**config.mk**
```make
export PLATFORM = sky130hd
export DESIGN_NAME = vga_pattern_gen
export DESIGN_NICKNAME = d
export VERILOG_FILES = /design/src/rtl/vga_pattern_gen.sv
export SDC_FILE = /design/constraint.sdc
export NUM_CORES = 1
export LEC_CHECK = 0
export ABC_AREA = 1
export CORE_MARGIN = 4
export CORE_UTILIZATION = 36
export CTS_CLUSTER_DIAMETER = 50
export DETAILED_ROUTE_END_ITERATION = 8
export GPL_TIMING_DRIVEN = 0
export SLEW_MARGIN = 20
export SYNTH_ARGS = -nofsm -noshare
export SYNTH_HDL_FRONTEND = slang
export SYNTH_SLANG_ARGS = --single-unit
```
**constraint.sdc**
```tcl
create_clock -name vga_clk -period 2.8 [get_ports vga_clk]
set_input_delay 0.7 -clock vga_clk [delete_from_list [all_inputs] [get_ports vga_clk]]
set_output_delay 0.7 -clock vga_clk [all_outputs]
set_load 0.01 [all_outputs]
```
**src/rtl/vga_pattern_gen.sv**
```systemverilog
`default_nettype none
// +-------------------------------------------------------------------------+
// | vga_pattern_gen : five-mode VGA test pattern generator, 1-cycle latency |
// | Revision 1.0                                                            |
// +-------------------------------------------------------------------------+
module vga_pattern_gen #(
  parameter int H_ACTIVE   = 640,
  parameter int V_ACTIVE   = 480,
  parameter int COLOR_W    = 4,
  parameter int CHECK_LOG2 = 5,
  parameter int GRAD_SHIFT = 5,
  parameter int BOX_SIZE   = 32,
  parameter int BOX_STEP   = 4,
  parameter logic [3*COLOR_W-1:0] BOX_COLOR = {{(2*COLOR_W){1'b0}}, {COLOR_W{1'b1}}}
) (
  input  logic                   vga_clk,
  input  logic                   vga_rst,
  input  logic [9:0]             x_pos,
  input  logic [9:0]             y_pos,
  input  logic [2:0]             mode_sel,
  input  logic [3*COLOR_W-1:0]   solid_color,
  input  logic                   freeze,
  output logic [3*COLOR_W-1:0]   pixel_data,
  output logic [7:0]             frame_count
);

  localparam int PIX_W = 3*COLOR_W;
  localparam logic [9:0]  BAR_W     = 10'(H_ACTIVE/8);
  localparam logic [10:0] H_LIM     = 11'(H_ACTIVE);
  localparam logic [10:0] V_LIM     = 11'(V_ACTIVE);
  localparam logic [10:0] X_MAX     = 11'(H_ACTIVE - BOX_SIZE);
  localparam logic [10:0] Y_MAX     = 11'(V_ACTIVE - BOX_SIZE);
  localparam logic [10:0] SIZE_11   = 11'(BOX_SIZE);
  localparam logic [10:0] STEP_11   = 11'(BOX_STEP);
  localparam logic [9:0]  LEVEL_MAX = 10'((1 << COLOR_W) - 1);
  localparam logic [COLOR_W-1:0] FULL = {COLOR_W{1'b1}};

  logic [PIX_W-1:0] pixel_q, pixel_d;
  logic [7:0]       frame_cnt_q, frame_cnt_d;
  logic [2:0]       mode_q, mode_d;
  logic [9:0]       box_x_q, box_x_d, box_y_q, box_y_d;
  logic             dir_x_q, dir_x_d, dir_y_q, dir_y_d;
  logic [19:0]      prev_pos_q, prev_pos_d;

  logic             frame_evt, in_active, in_box;
  logic [2:0]       bar;
  logic [9:0]       level_full;
  logic [COLOR_W-1:0] level;
  logic [10:0]      x_11, y_11, bx_11, by_11, nx, ny;

  always_comb begin
    x_11  = {1'b0, x_pos};
    y_11  = {1'b0, y_pos};
    bx_11 = {1'b0, box_x_q};
    by_11 = {1'b0, box_y_q};

    // A held position at the event point must fire only once.
    frame_evt = (x_pos == 10'd0) && (y_11 == V_LIM) && (prev_pos_q != {x_pos, y_pos});
    prev_pos_d = {x_pos, y_pos};

    in_active = (x_11 < H_LIM) && (y_11 < V_LIM);
    in_box    = (x_11 >= bx_11) && (x_11 < bx_11 + SIZE_11) &&
                (y_11 >= by_11) && (y_11 < by_11 + SIZE_11);

    bar        = 3'(x_pos / BAR_W);
    level_full = x_pos >> GRAD_SHIFT;
    level      = (level_full > LEVEL_MAX) ? FULL : level_full[COLOR_W-1:0];

    pixel_d = '0;
    if (in_active) begin
      case (mode_q)
        3'd0: pixel_d = solid_color;
        // Bar order white..black maps to r=~bar[1], g=~bar[2], b=~bar[0].
        3'd1: pixel_d = {{COLOR_W{~bar[0]}}, {COLOR_W{~bar[2]}}, {COLOR_W{~bar[1]}}};
        3'd2: pixel_d = (x_pos[CHECK_LOG2] ^ y_pos[CHECK_LOG2]) ? {PIX_W{1'b1}} : '0;
        3'd3: pixel_d = {level, level, level};
        3'd4: pixel_d = in_box ? BOX_COLOR : solid_color;
        default: pixel_d = '0;
      endcase
    end

    frame_cnt_d = frame_cnt_q;
    mode_d      = mode_q;
    box_x_d     = box_x_q;
    box_y_d     = box_y_q;
    dir_x_d     = dir_x_q;
    dir_y_d     = dir_y_q;
    nx          = bx_11 + STEP_11;
    ny          = by_11 + STEP_11;

    if (frame_evt) begin
      frame_cnt_d = frame_cnt_q + 8'd1;
      mode_d      = mode_sel;
      if (!freeze) begin
        if (dir_x_q) begin
          if (nx > X_MAX) begin
            box_x_d = X_MAX[9:0];
            dir_x_d = 1'b0;
          end else begin
            box_x_d = nx[9:0];
          end
        end else if (bx_11 < STEP_11) begin
          box_x_d = '0;
          dir_x_d = 1'b1;
        end else begin
          box_x_d = box_x_q - STEP_11[9:0];
        end

        if (dir_y_q) begin
          if (ny > Y_MAX) begin
            box_y_d = Y_MAX[9:0];
            dir_y_d = 1'b0;
          end else begin
            box_y_d = ny[9:0];
          end
        end else if (by_11 < STEP_11) begin
          box_y_d = '0;
          dir_y_d = 1'b1;
        end else begin
          box_y_d = box_y_q - STEP_11[9:0];
        end
      end
    end
  end

  always_ff @(posedge vga_clk or negedge vga_rst) begin
    if (!vga_rst) begin
      pixel_q     <= '0;
      frame_cnt_q <= '0;
      mode_q      <= '0;
      box_x_q     <= '0;
      box_y_q     <= '0;
      dir_x_q     <= 1'b1;
      dir_y_q     <= 1'b1;
      prev_pos_q  <= '0;
    end else begin
      pixel_q     <= pixel_d;
      frame_cnt_q <= frame_cnt_d;
      mode_q      <= mode_d;
      box_x_q     <= box_x_d;
      box_y_q     <= box_y_d;
      dir_x_q     <= dir_x_d;
      dir_y_q     <= dir_y_d;
      prev_pos_q  <= prev_pos_d;
    end
  end

  assign pixel_data  = pixel_q;
  assign frame_count = frame_cnt_q;

endmodule
`default_nettype wire

```
==> summary.md, run 1 <==
| Metric | Value |
|---|---|
| Status | complete, no violations |
| Setup ws final | 140 ps |
| Dominant synthesized flop cell | sky130_fd_sc_hd__dfrtp_1 |
| Top-level port count | 58 |
| Number of iterations in the first detailed-routing pass | 5 |
| Core area | 0.0122 mm² |
| Number of antenna violations at the first check in global routing | 0 |
| Final Critical Period | 2660 ps |
| Count of inserted antenna diode cells | 0 |
| Critical path's most frequent cell | sky130_fd_sc_hd__inv_2 |
| Standard cell with the maximum stage delay on the critical path | sky130_fd_sc_hd__clkdlybuf4s50_1 |
| Final GP Congestion | 0.884 |
| DP Area | 0.00537 mm² |
| Total detailed-routing wirelength | 11,800 µm |
| Highest-count cells in the layout ignoring fill and taps | sky130_fd_sc_hd__nand2_1, sky130_fd_sc_hd__inv_1, sky130_fd_sc_hd__nor2_1 |
| Horizontal extent of the die | 121 µm |
| Number of vias after detailed routing | 4,251 |
| CP max FO | 8 |
| Number of synthesized register bits | 61 |
| Clk root buf | sky130_fd_sc_hd__clkbuf_16 |
| Std-Cell Rows | 40 |
| Required time reported for the critical path endpoint | 3060 ps |
| Violation count after the first detailed-route iteration | 257 |
| Antenna-violating nets left | 0 |
| Resized cells post-CTS | 1 |
| Global route overflow | 0 |
| Unrepaired setup endpoints after global routing | false |
| Mean instance size in the synthesized netlist | 7.31 µm² |
| TritonCTS Buffers | 9 |
| Area of the mapped netlist | 0.00457 mm² |
| Asr flop ratio synth | 1.00 |
| DRC violation count after routing | 0 |
| Insertion delay to the later sink of the worst-skew pair | 330 ps |
| CTS max path bufs | 2 |
| Number of buffers added to fix hold violations after cts | 0 |
| Share of post-route cells with drive strength above 1 | 0.0973 |
| HPWL after detailed placement | 9090 µm |
| Total count of max-transition violations in the final report | 0 |
| Leading cell type in the layout, fill and taps excluded | sky130_fd_sc_hd__nand2_1 |
| Height of the chip | 121 µm |
| Number of instances in the synthesized netlist | 625 |
| TritonCTS clock tree | done |
| Final period utilization | 0.950 |
| Largest net degree at the start of global routing | 32 |
| Routed length per placed instance | 13.6 µm |
| Buffer and inverter count on the worst path | 3 |
| Crit end category | flip-flop |
| Share of the core filled with cells | 0.465 |
| Number of nets in the synthesized netlist | 698 |
| Final std cell area, no fill | 0.00568 mm² |
| Total routing resource utilization after global routing | 0.170 |
| Initial Util | 0.374 |
| Setup slack after placement | -335 ps |
| Leakage dissipation | 2.78 nW |
| Top achievable clock speed | 376 MHz |
| Number of H-tree branching levels | 3 |
| Type of the tightest min-delay check | primary input to async pin |
| Layout net count | 767 |
| VDD IR-drop max | 0.298 mV |
| Post-CTS setup buffers | 0 |
| Maximum capacitance violations | 0 |
| Delay-heaviest family, CP | simple AND/OR/NAND/NOR gates |
| Worst-path clk slew | 60 ps |
| Area overhead of the layout relative to synthesis | 24.4% |
| Crit path cell chain | clkdlybuf4s50_1 > inv_2 > nor3_1 > nand3_1 > nor3_2 > nand3_2 > inv_2 > nand2_1 > o21ai_1 |
| Number of unique standard cell types used by synthesis | 41 |
| Count of flip-flops with a built-in enable after synthesis | 0 |
| Number of sinks on the clock net | 61 |
| Post-detailed-route via-to-cell ratio | 4.90 |
| Type of the worst setup path | primary input to flip-flop |
| Final Skew | 11.9 ps |
| Total power divided by cell area | 401 mW/mm² |
| Slew at the pin closest to its max-slew limit | 527 ps |
| Crit start category | primary input |
| Area enclosed by the die boundary | 0.0146 mm² |
| Total power after layout | 2.28 mW |
| Worst-case headroom to the max-slew limit | 0.647 |
| Hold Worst Slack | 298 ps |
| Portion of the post-synthesis area used by sequential elements | 0.335 |
| Final setup vio count | 0 |
| Critical Path AT | 2920 ps |
| Via count of the first global-routing pass | 4,213 |
| Ys Warns | 0 |
| Port-buffer cells | 57 |
| Largest stage delay on the critical path | 690 ps |
| Hold Vio Cnt, Final | 0 |
| Global-route wire length before repair | 19,900 µm |
-- routing by layer --
layer	routed length, µm	vias up	track usage
met2	5660	104	0.287
met1	5350	1964	0.214
met4	251	0	0.0630
met5	0	-	0
met3	528	21	0.0327
li1	-	2162	-
-- metrics by stage --
stage | setup TNS (ps) | std cells
final | 0 | 867
after global routing | 0 | 867
after CTS | 0 | 867
after detailed placement | -6480 | 851
after global placement | -71940 | 850
after floorplan | 0 | 625
-- where the power goes --
group / internal, mW / total, mW / switching [mW]
Clock: 0.717 / 1.14 / 0.427
Combinational: 0.103 / 0.234 / 0.131
Sequential: 0.897 / 0.903 / 0.00657
Total: 1.72 / 2.28 / 0.564
-- registers in the layout (all words and copies together) (netlist names) --
name         flops
frame_count      8
dir_y_q          1
box_y_q          8
box_x_q          8
mode_q           3
prev_pos_q      20
dir_x_q          1
pixel_data      12
-- layout make-up --
cell class | count | area (µm²)
Multi-Input combinational cell | 459 | 2610
Clock buffer | 10 | 239
Clock inverter | 6 | 70.1
Buffer | 12 | 81.3
Sequential cell | 61 | 1530
Inverter | 93 | 349
Tap cell | 168 | 210
Fill cell | 1274 | 6530
Timing Repair Buffer | 58 | 591
-- final timing paths --
check	from	endpoint	slack [ps]	cells after the start
setup / recovery	y_pos[5]	box_y_q[7]$_DFFE_PN0P_	140	9
hold / removal	vga_rst	frame_count[2]$_DFFE_PN0P_	300	1
setup reg to reg	box_x_q[5]$_DFFE_PN0P_	pixel_data[1]$_DFF_PN0_	300	14
hold reg to reg	frame_count[7]$_DFFE_PN0P_	frame_count[7]$_DFFE_PN0P_	530	2
max in group asynchronous	vga_rst	dir_x_q$_DFFE_PN1P_	1920	2
min in group vga_clk	frame_count[7]$_DFFE_PN0P_	frame_count[7]$_DFFE_PN0P_	530	2
-- synth_stat cells, types with 3 or more instances --
master,instances,area [µm²]
sky130_fd_sc_hd__nor4_1,5,31.3
sky130_fd_sc_hd__o21ai_1,26,130
sky130_fd_sc_hd__nor3_1,9,45.0
sky130_fd_sc_hd__buf_2,5,25.0
sky130_fd_sc_hd__o21ai_0,11,55.1
sky130_fd_sc_hd__nand3_1,41,205
sky130_fd_sc_hd__dfrtp_1,59,1480
sky130_fd_sc_hd__nand3_2,4,40.0
sky130_fd_sc_hd__a21oi_1,21,105
sky130_fd_sc_hd__xnor2_1,16,140
sky130_fd_sc_hd__inv_1,78,293
sky130_fd_sc_hd__nor2_1,61,229
sky130_fd_sc_hd__nand2_1,144,541
sky130_fd_sc_hd__inv_2,14,52.6
sky130_fd_sc_hd__xor2_1,27,236
sky130_fd_sc_hd__ha_1,35,438
sky130_fd_sc_hd__a31oi_1,4,25.0
sky130_fd_sc_hd__nand2_2,8,50.1
sky130_fd_sc_hd__nor3_2,3,30.0
sky130_fd_sc_hd__buf_4,4,30.0
sky130_fd_sc_hd__nand4_1,23,144
-- cell families after synthesis --
kind of cell	Yosys count	synth area share
AOI/OAI and AO/OA	73	0.0879
xor gates and xnor gates	43	0.0825
adders and majority gates	35	0.0959
buffers and inverters	105	0.0942
DFF	61	0.335
and+or+nand+nor	308	0.305
Note: power is estimated with default switching activity, not from simulation.
==> run 2: changes to the inputs <==
- CAP_MARGIN: unset -> 20
- CORE_UTILIZATION: 36 -> 40
- DONT_BUFFER_PORTS: unset -> 1
==> run 2 against run 1 <==
Compared with the run above:
- clock skew down 6.6 ps
- worst hold slack lost 240 ps
- routed wire length decreased by 4.8%
- first-iteration DRC count increased by 16%
- die area down 9.4%
- core utilization shrank 0.68 points
- clock-buffer cell count grew 2
- register-to-register slack improved by 30 ps
- critical path type is now flip-flop to flip-flop
==> summary.md, run 2 (synthesized netlist as in run 1, its figures left out) <==
| Metric | Value |
|---|---|
| Status | complete, no violations |
| Area of all sequential standard cells | 0.00153 mm² (unchanged) |
| Routed length per placed instance | 14.4 µm (+5.7%) |
| Top-level port count | 58 (unchanged) |
| Initial Util | 0.416 (+0.0418) |
| Total count of max-transition violations in the final report | 0 (unchanged) |
| Hold Worst Slack | 59.6 ps (-239 ps) |
| Post-detailed-route via-to-cell ratio | 5.14 (+4.9%) |
| Worst-path clk slew | 60 ps (about the same) |
| Number of antenna violations at the first check in global routing | 0 (unchanged) |
| Part of the total power dissipated in the clock network | 0.521 (+0.020) |
| Fill cell total of the finished layout | 1,074 (-16%) |
| Area overhead of the layout relative to synthesis | 10.3% |
| Internal Dissipation | 1.66 mW (-3.1%) |
| Antenna-violating nets left | 0 (unchanged) |
| Type of the worst setup path | flip-flop to flip-flop |
| Combinational group share of total power | 0.061 (-0.041) |
| Share of post-route cells with drive strength above 1 | 0.0983 (+0.00100) |
| Detailed-routed wire length on met2 | 5210 µm (-8.0%) |
| Post-CTS setup buffers | 0 (unchanged) |
| Final Skew | 5.33 ps (-6.57 ps) |
| Insertion delay to the later sink of the worst-skew pair | 330 ps (about the same) |
| Relative contribution of sequential cells to total power | 0.418 (+0.022) |
| Critical Path AT | 2670 ps (-250 ps) |
| Crit end category | flip-flop |
| Total detailed-routing wirelength | 11,200 µm (-4.8%) |
| Final GP Congestion | 0.850 (-3.8%) |
| Leakage dissipation | 2.55 nW (-8.4%) |
| Std-Cell Rows | 38 (-5.0%) |
| Number of buffers added to fix hold violations after cts | 0 (unchanged) |
| Setup TNS | 0 ps (unchanged) |
| Total length of routed met3 wires | 782 µm (+48%) |
| Port-buffer cells | 0 (-100%) |
| Violation count after the first detailed-route iteration | 297 (+16%) |
| Routed met1 length | 4980 µm (-7.0%) |
| Hold Vio Cnt, Final | 0 (unchanged) |
| Final setup vio count | 0 (unchanged) |
| Core area | 0.0110 mm² (-10%) |
| CTS max path bufs | 2 (unchanged) |
| P_sw | 0.497 mW (-12%) |
| Resized cells post-CTS | 0 (-1) |
| Type of the tightest min-delay check | primary input to async pin |
| Top sig layer | met4 |
| Global-route wire length before repair | 18,500 µm (-7.0%) |
| Crit start category | flip-flop |
| Total power divided by cell area | 429 mW/mm² (+6.9%) |
| Required time reported for the critical path endpoint | 3000 ps (-60 ps) |
| Unrepaired setup endpoints after global routing | false |
| Clk root buf | sky130_fd_sc_hd__clkbuf_16 |
| Largest net degree at the start of global routing | 62 (+94%) |
| Total routing resource utilization after global routing | 0.176 (+0.00666) |
| Global route overflow | 0 (unchanged) |
| TritonCTS clock tree | done |
| Total area of multi-input combinational cells | 0.00261 mm² (-0.24%) |
| VDD IR-drop max | 0.256 mV (-14%) |
| Final Critical Period | 2470 ps (-190 ps) |
| Via count of the first global-routing pass | 3,852 (-8.6%) |
| Count of inserted antenna diode cells | 0 (unchanged) |
| Area enclosed by the die boundary | 0.0132 mm² (-9.4%) |
| Height of the chip | 115 µm (-4.8%) |
| Top achievable clock speed | 405 MHz (+7.7%) |
| Horizontal extent of the die | 115 µm (-4.8%) |
| Largest register FFs | 20 (unchanged) |
| Maximum capacitance violations | 0 (unchanged) |
| Slew at the pin closest to its max-slew limit | 533 ps (+6.34 ps) |
| Switching Share | 0.230 (-0.0175) |
| HPWL after detailed placement | 8660 µm (-4.7%) |
| Highest-count cells in the layout ignoring fill and taps | sky130_fd_sc_hd__nand2_1, sky130_fd_sc_hd__inv_1, sky130_fd_sc_hd__nor2_1 |
| CP max FO | 10 (+2) |
| Layout net count | 709 (-7.6%) |
| Number of vias after detailed routing | 4,017 (-5.5%) |
| Worst-case headroom to the max-slew limit | 0.643 (-0.00424) |
| Number of H-tree branching levels | 3 (unchanged) |
| Number of sinks on the clock net | 61 (unchanged) |
| DRC violation count after routing | 0 (unchanged) |
| Final period utilization | 0.882 (-0.0680) |
| TritonCTS Buffers | 9 (unchanged) |
| Biggest register | prev_pos_q |
| Number of iterations in the first detailed-routing pass | 4 (-1) |
| Leading cell type in the layout, fill and taps excluded | sky130_fd_sc_hd__nand2_1 |
-- run 2: path summary, 6_finish.rpt --
kind                                        start                          to  slack [ps]  cells past startpoint
max                        box_x_q[5]$_DFFE_PN0P_     pixel_data[2]$_DFF_PN0_         330                     14
min                                       vga_rst  frame_count[4]$_DFFE_PN0P_          60                      0
max reg2reg                box_x_q[5]$_DFFE_PN0P_     pixel_data[2]$_DFF_PN0_         330                     14
min reg2reg                 mode_q[1]$_DFFE_PN0P_       mode_q[1]$_DFFE_PN0P_         560                      2
max in group asynchronous                 vga_rst         dir_x_q$_DFFE_PN1P_        2550                      0
min in group vga_clk                     x_pos[5]    prev_pos_q[15]$_DFF_PN0_         390                      0
-- run 2: area by class of cell --
| type | count | share of cell area |
|---|---|---|
| plain buffers | 12 | 0.0161 |
| flip-flops and latches | 61 | 0.304 |
| multi-input cells | 459 | 0.518 |
| inverters | 93 | 0.0693 |
| well taps | 140 | 0.0348 |
| clock inverters | 4 | 0.00944 |
| clock buffers | 12 | 0.0489 |
-- run 2: layer usage --
metal,global-route usage,vias up
li1,-,2044
met1,0.222,1860
met2,0.283,95
met3,0.0553,18
met4,0.0673,0
met5,0,-
-- run 2: worst max-delay path: stages, from the launching register on --
cell	delay, ps
sky130_fd_sc_hd__dfrtp_1	510
sky130_fd_sc_hd__inv_1	170
sky130_fd_sc_hd__ha_1	310
sky130_fd_sc_hd__inv_1	40
sky130_fd_sc_hd__ha_1	280
sky130_fd_sc_hd__inv_1	40
sky130_fd_sc_hd__nor2_1	110
sky130_fd_sc_hd__nand3_1	90
sky130_fd_sc_hd__nor3_1	220
sky130_fd_sc_hd__nor2_2	70
sky130_fd_sc_hd__nand3_2	110
sky130_fd_sc_hd__buf_6	150
sky130_fd_sc_hd__a21oi_1	70
sky130_fd_sc_hd__nor2_1	120
sky130_fd_sc_hd__nor2_1	50
-- run 2: power by group through the flow --
stage / Sequential (mW) / Clock (mW) / Combinational [mW]
after floorplan: 0.918 / 0 / 0.109
after global placement: 0.919 / 0 / 0.127
after detailed placement: 0.920 / 0 / 0.131
after CTS: 0.904 / 1.15 / 0.132
after global routing: 0.905 / 1.18 / 0.152
final: 0.904 / 1.13 / 0.131
-- run 2: metrics by stage --
| step | area [µm²] | total power, mW | utilization | instances | setup slack, ps |
|---|---|---|---|---|---|
| 2_1_floorplan | 4570 | 1.03 | - | 625 | 645 |
| 5_1_grt | 5040 | 2.24 | 0.459 | 781 | 102 |
| 3_3_place_gp | 4740 | 1.05 | 0.432 | 765 | 363 |
| 4_1_cts | 5040 | 2.18 | 0.459 | 781 | 315 |
| 6_report | 5040 | 2.16 | 0.459 | 781 | 331 |
| 3_5_place_dp | 4740 | 1.05 | 0.432 | 765 | 330 |
==> run 3: changes to the inputs <==
- CTS_BUF_LIST: unset -> sky130_fd_sc_hd__clkbuf_4 sky130_fd_sc_hd__clkbuf_8
==> run 3 against run 2 <==
Compared with the run above:
- sequential cell count unchanged
- via count down 0.30%
- cell area down 1.9%
- cell count unchanged
- worst hold slack worse by 22 ps
- setup slack worse by 4.3 ps
- clock skew up 2.4 ps
- clock-buffer cell count unchanged
- largest cell class unchanged
==> summary.md, run 3 (synthesized netlist as in run 1, its figures left out) <==
| Metric | Value |
|---|---|
| CP max FO | 10 (unchanged) |
| Top-level port count | 58 (unchanged) |
| Number of buffers added to fix hold violations after cts | 0 (unchanged) |
| Share of the core filled with cells | 0.450 (-0.00854) |
| Post-CTS setup buffers | 0 (unchanged) |
| Port-buffer cells | 0 (unchanged) |
| Fill cell total of the finished layout | 1,097 (+2.1%) |
| VDD IR-drop max | 0.176 mV (-31%) |
| Top achievable clock speed | 404 MHz (-0.17%) |
| DRC violation count after routing | 0 (unchanged) |
| Total area of multi-input combinational cells | 0.00261 mm² (unchanged) |
| Global-route wire length before repair | 18,600 µm (+0.33%) |
| Worst-case headroom to the max-slew limit | 0.642 (-0.00103) |
| Initial Util | 0.416 (unchanged) |
| Area overhead of the layout relative to synthesis | 8.22% |
| Slew at the pin closest to its max-slew limit | 532 ps (-1.39 ps) |
| Height of the chip | 115 µm (unchanged) |
| Number of antenna violations at the first check in global routing | 0 (unchanged) |
| Resized cells post-CTS | 0 (unchanged) |
| Crit end category | flip-flop |
| Leakage dissipation | 2.51 nW (-1.5%) |
| Number of H-tree branching levels | 3 (unchanged) |
| Layout net count | 709 (unchanged) |
| Core area | 0.0110 mm² (unchanged) |
| Type of the tightest min-delay check | primary input to async pin |
| Total detailed-routing wirelength | 11,300 µm (+0.26%) |
| Number of sinks on the clock net | 61 (unchanged) |
| Worst-path clk slew | 70 ps (about the same) |
| Final GP Congestion | 0.850 (unchanged) |
| Maximum capacitance violations | 0 (unchanged) |
| DP Area | 0.00474 mm² (unchanged) |
| Placed Cells incl. Taps | 765 (unchanged) |
| Hold Vio Cnt, Final | 0 (unchanged) |
| Post-detailed-route via-to-cell ratio | 5.13 (-0.30%) |
| Timing startpoint of the critical path | box_x_q[5]$_DFFE_PN0P_ |
| Number of vias after detailed routing | 4,005 (-0.30%) |
| Antenna-violating nets left | 0 (unchanged) |
| Worst setup slack for register-to-register paths | 330 ps (about the same) |
| Hold Worst Slack | 37.8 ps (-21.8 ps) |
| Global route overflow | 0 (unchanged) |
| Status | complete, no violations |
| Total count of max-transition violations in the final report | 0 (unchanged) |
| Via count of the first global-routing pass | 3,864 (+0.31%) |
| Crit start category | flip-flop |
| Clk root buf | sky130_fd_sc_hd__clkbuf_8 |
| Number of iterations in the first detailed-routing pass | 5 (+1) |
| TritonCTS Buffers | 9 (unchanged) |
| CTS max path bufs | 2 (unchanged) |
| Crit Reg-Reg Startpoint | box_x_q[5]$_DFFE_PN0P_ |
| Largest net degree at the start of global routing | 62 (unchanged) |
| Critical Path Sink | pixel_data[2]$_DFF_PN0_ |
| Highest-count cells in the layout ignoring fill and taps | sky130_fd_sc_hd__nand2_1, sky130_fd_sc_hd__inv_1, sky130_fd_sc_hd__nor2_1 |
| Area enclosed by the die boundary | 0.0132 mm² (unchanged) |
| Routed length per placed instance | 14.4 µm (+0.26%) |
| Insertion delay to the later sink of the worst-skew pair | 350 ps (+20 ps) |
| Required time reported for the critical path endpoint | 3030 ps (+30 ps) |
| Critical Path AT | 2700 ps (+30 ps) |
| Leading cell type in the layout, fill and taps excluded | sky130_fd_sc_hd__nand2_1 |
| Area of all sequential standard cells | 0.00153 mm² (unchanged) |
| Largest register FFs | 20 (unchanged) |
| TritonCTS clock tree | done |
| HPWL after detailed placement | 8660 µm (unchanged) |
| Std-Cell Rows | 38 (unchanged) |
| Capturing point of the worst reg2reg path | pixel_data[2]$_DFF_PN0_ |
| Final std cell area, no fill | 0.00494 mm² (-1.9%) |
| Horizontal extent of the die | 115 µm (unchanged) |
| Count of placed standard cells in the final layout, fillers left out | 781 (unchanged) |
| Share of post-route cells with drive strength above 1 | 0.101 (+0.00312) |
| R2R depth | 14 (unchanged) |
| Setup TNS | 0 ps (unchanged) |
| Final setup vio count | 0 (unchanged) |
| Count of inserted antenna diode cells | 0 (unchanged) |
| Final Critical Period | 2470 ps (+4.30 ps) |
| Type of the worst setup path | flip-flop to flip-flop |
| Total power divided by cell area | 377 mW/mm² (-12%) |
| Total routing resource utilization after global routing | 0.178 (+0.00132) |
| Violation count after the first detailed-route iteration | 301 (+1.3%) |
| Final Skew | 7.69 ps (+2.36 ps) |
| Unrepaired setup endpoints after global routing | false |
| Biggest register | prev_pos_q |
| Final period utilization | 0.883 (+0.00154) |
## run 3: cell counts in the layout (fill, tap and decap cells not counted)
No cell type changed its count.
## run 3: worst min path at each step
stage	from	endpoint	slack, ps	depth (start not counted)
5_1_grt	vga_rst	frame_count[4]$_DFFE_PN0P_	20	0
3_5_place_dp	vga_rst	frame_count[0]$_DFFE_PN0P_	410	0
6_report	vga_rst	frame_count[0]$_DFFE_PN0P_	40	0
3_3_place_gp	vga_rst	frame_count[3]$_DFFE_PN0P_	410	0
2_1_floorplan	vga_rst	box_x_q[2]$_DFFE_PN0P_	400	0
4_1_cts	vga_rst	frame_count[0]$_DFFE_PN0P_	20	0
## run 3: cell type report
class,count,area share
well taps,140,0.0354
plain buffers,12,0.0165
flip-flops and latches,61,0.309
clock inverters,4,0.00962
inverters,93,0.0706
multi-input cells,459,0.528
clock buffers,12,0.0309
## run 3: metrics by stage
stage                     setup WS (ps)  power [mW]
final                               326        1.86
after CTS                           316        1.88
after detailed placement            330        1.05
after floorplan                     645        1.03
after global routing                113        1.94
after global placement              363        1.05
## run 3: metal layers
layer / global-route usage / wire [µm] / share of wire / vias up
met5: 0 / 0 / 0 / -
met4: 0.0853 / 225 / 0.020 / 0
met2: 0.282 / 5270 / 0.47 / 105
li1: - / - / - / 2041
met3: 0.0416 / 745 / 0.066 / 16
met1: 0.228 / 5020 / 0.45 / 1843
## run 3: critical path, cell delays in order (launching register included)
cell                      delay (ps)
sky130_fd_sc_hd__dfrtp_1         510
sky130_fd_sc_hd__inv_1           170
sky130_fd_sc_hd__ha_1            310
sky130_fd_sc_hd__inv_1            40
sky130_fd_sc_hd__ha_1            280
sky130_fd_sc_hd__inv_1            40
sky130_fd_sc_hd__nor2_1          110
sky130_fd_sc_hd__nand3_1          90
sky130_fd_sc_hd__nor3_1          220
sky130_fd_sc_hd__nor2_2           70
sky130_fd_sc_hd__nand3_2         120
sky130_fd_sc_hd__buf_6           150
sky130_fd_sc_hd__a21oi_1          60
sky130_fd_sc_hd__nor2_1          110
sky130_fd_sc_hd__nor2_1           50
## run 3: report_power, final
| part | total [mW] | switching, mW | internal (mW) |
|---|---|---|---|
| Clock | 0.828 | 0.376 | 0.453 |
| Sequential | 0.902 | 0.00655 | 0.896 |
| Combinational | 0.132 | 0.0752 | 0.0564 |
| Total | 1.86 | 0.458 | 1.40 |
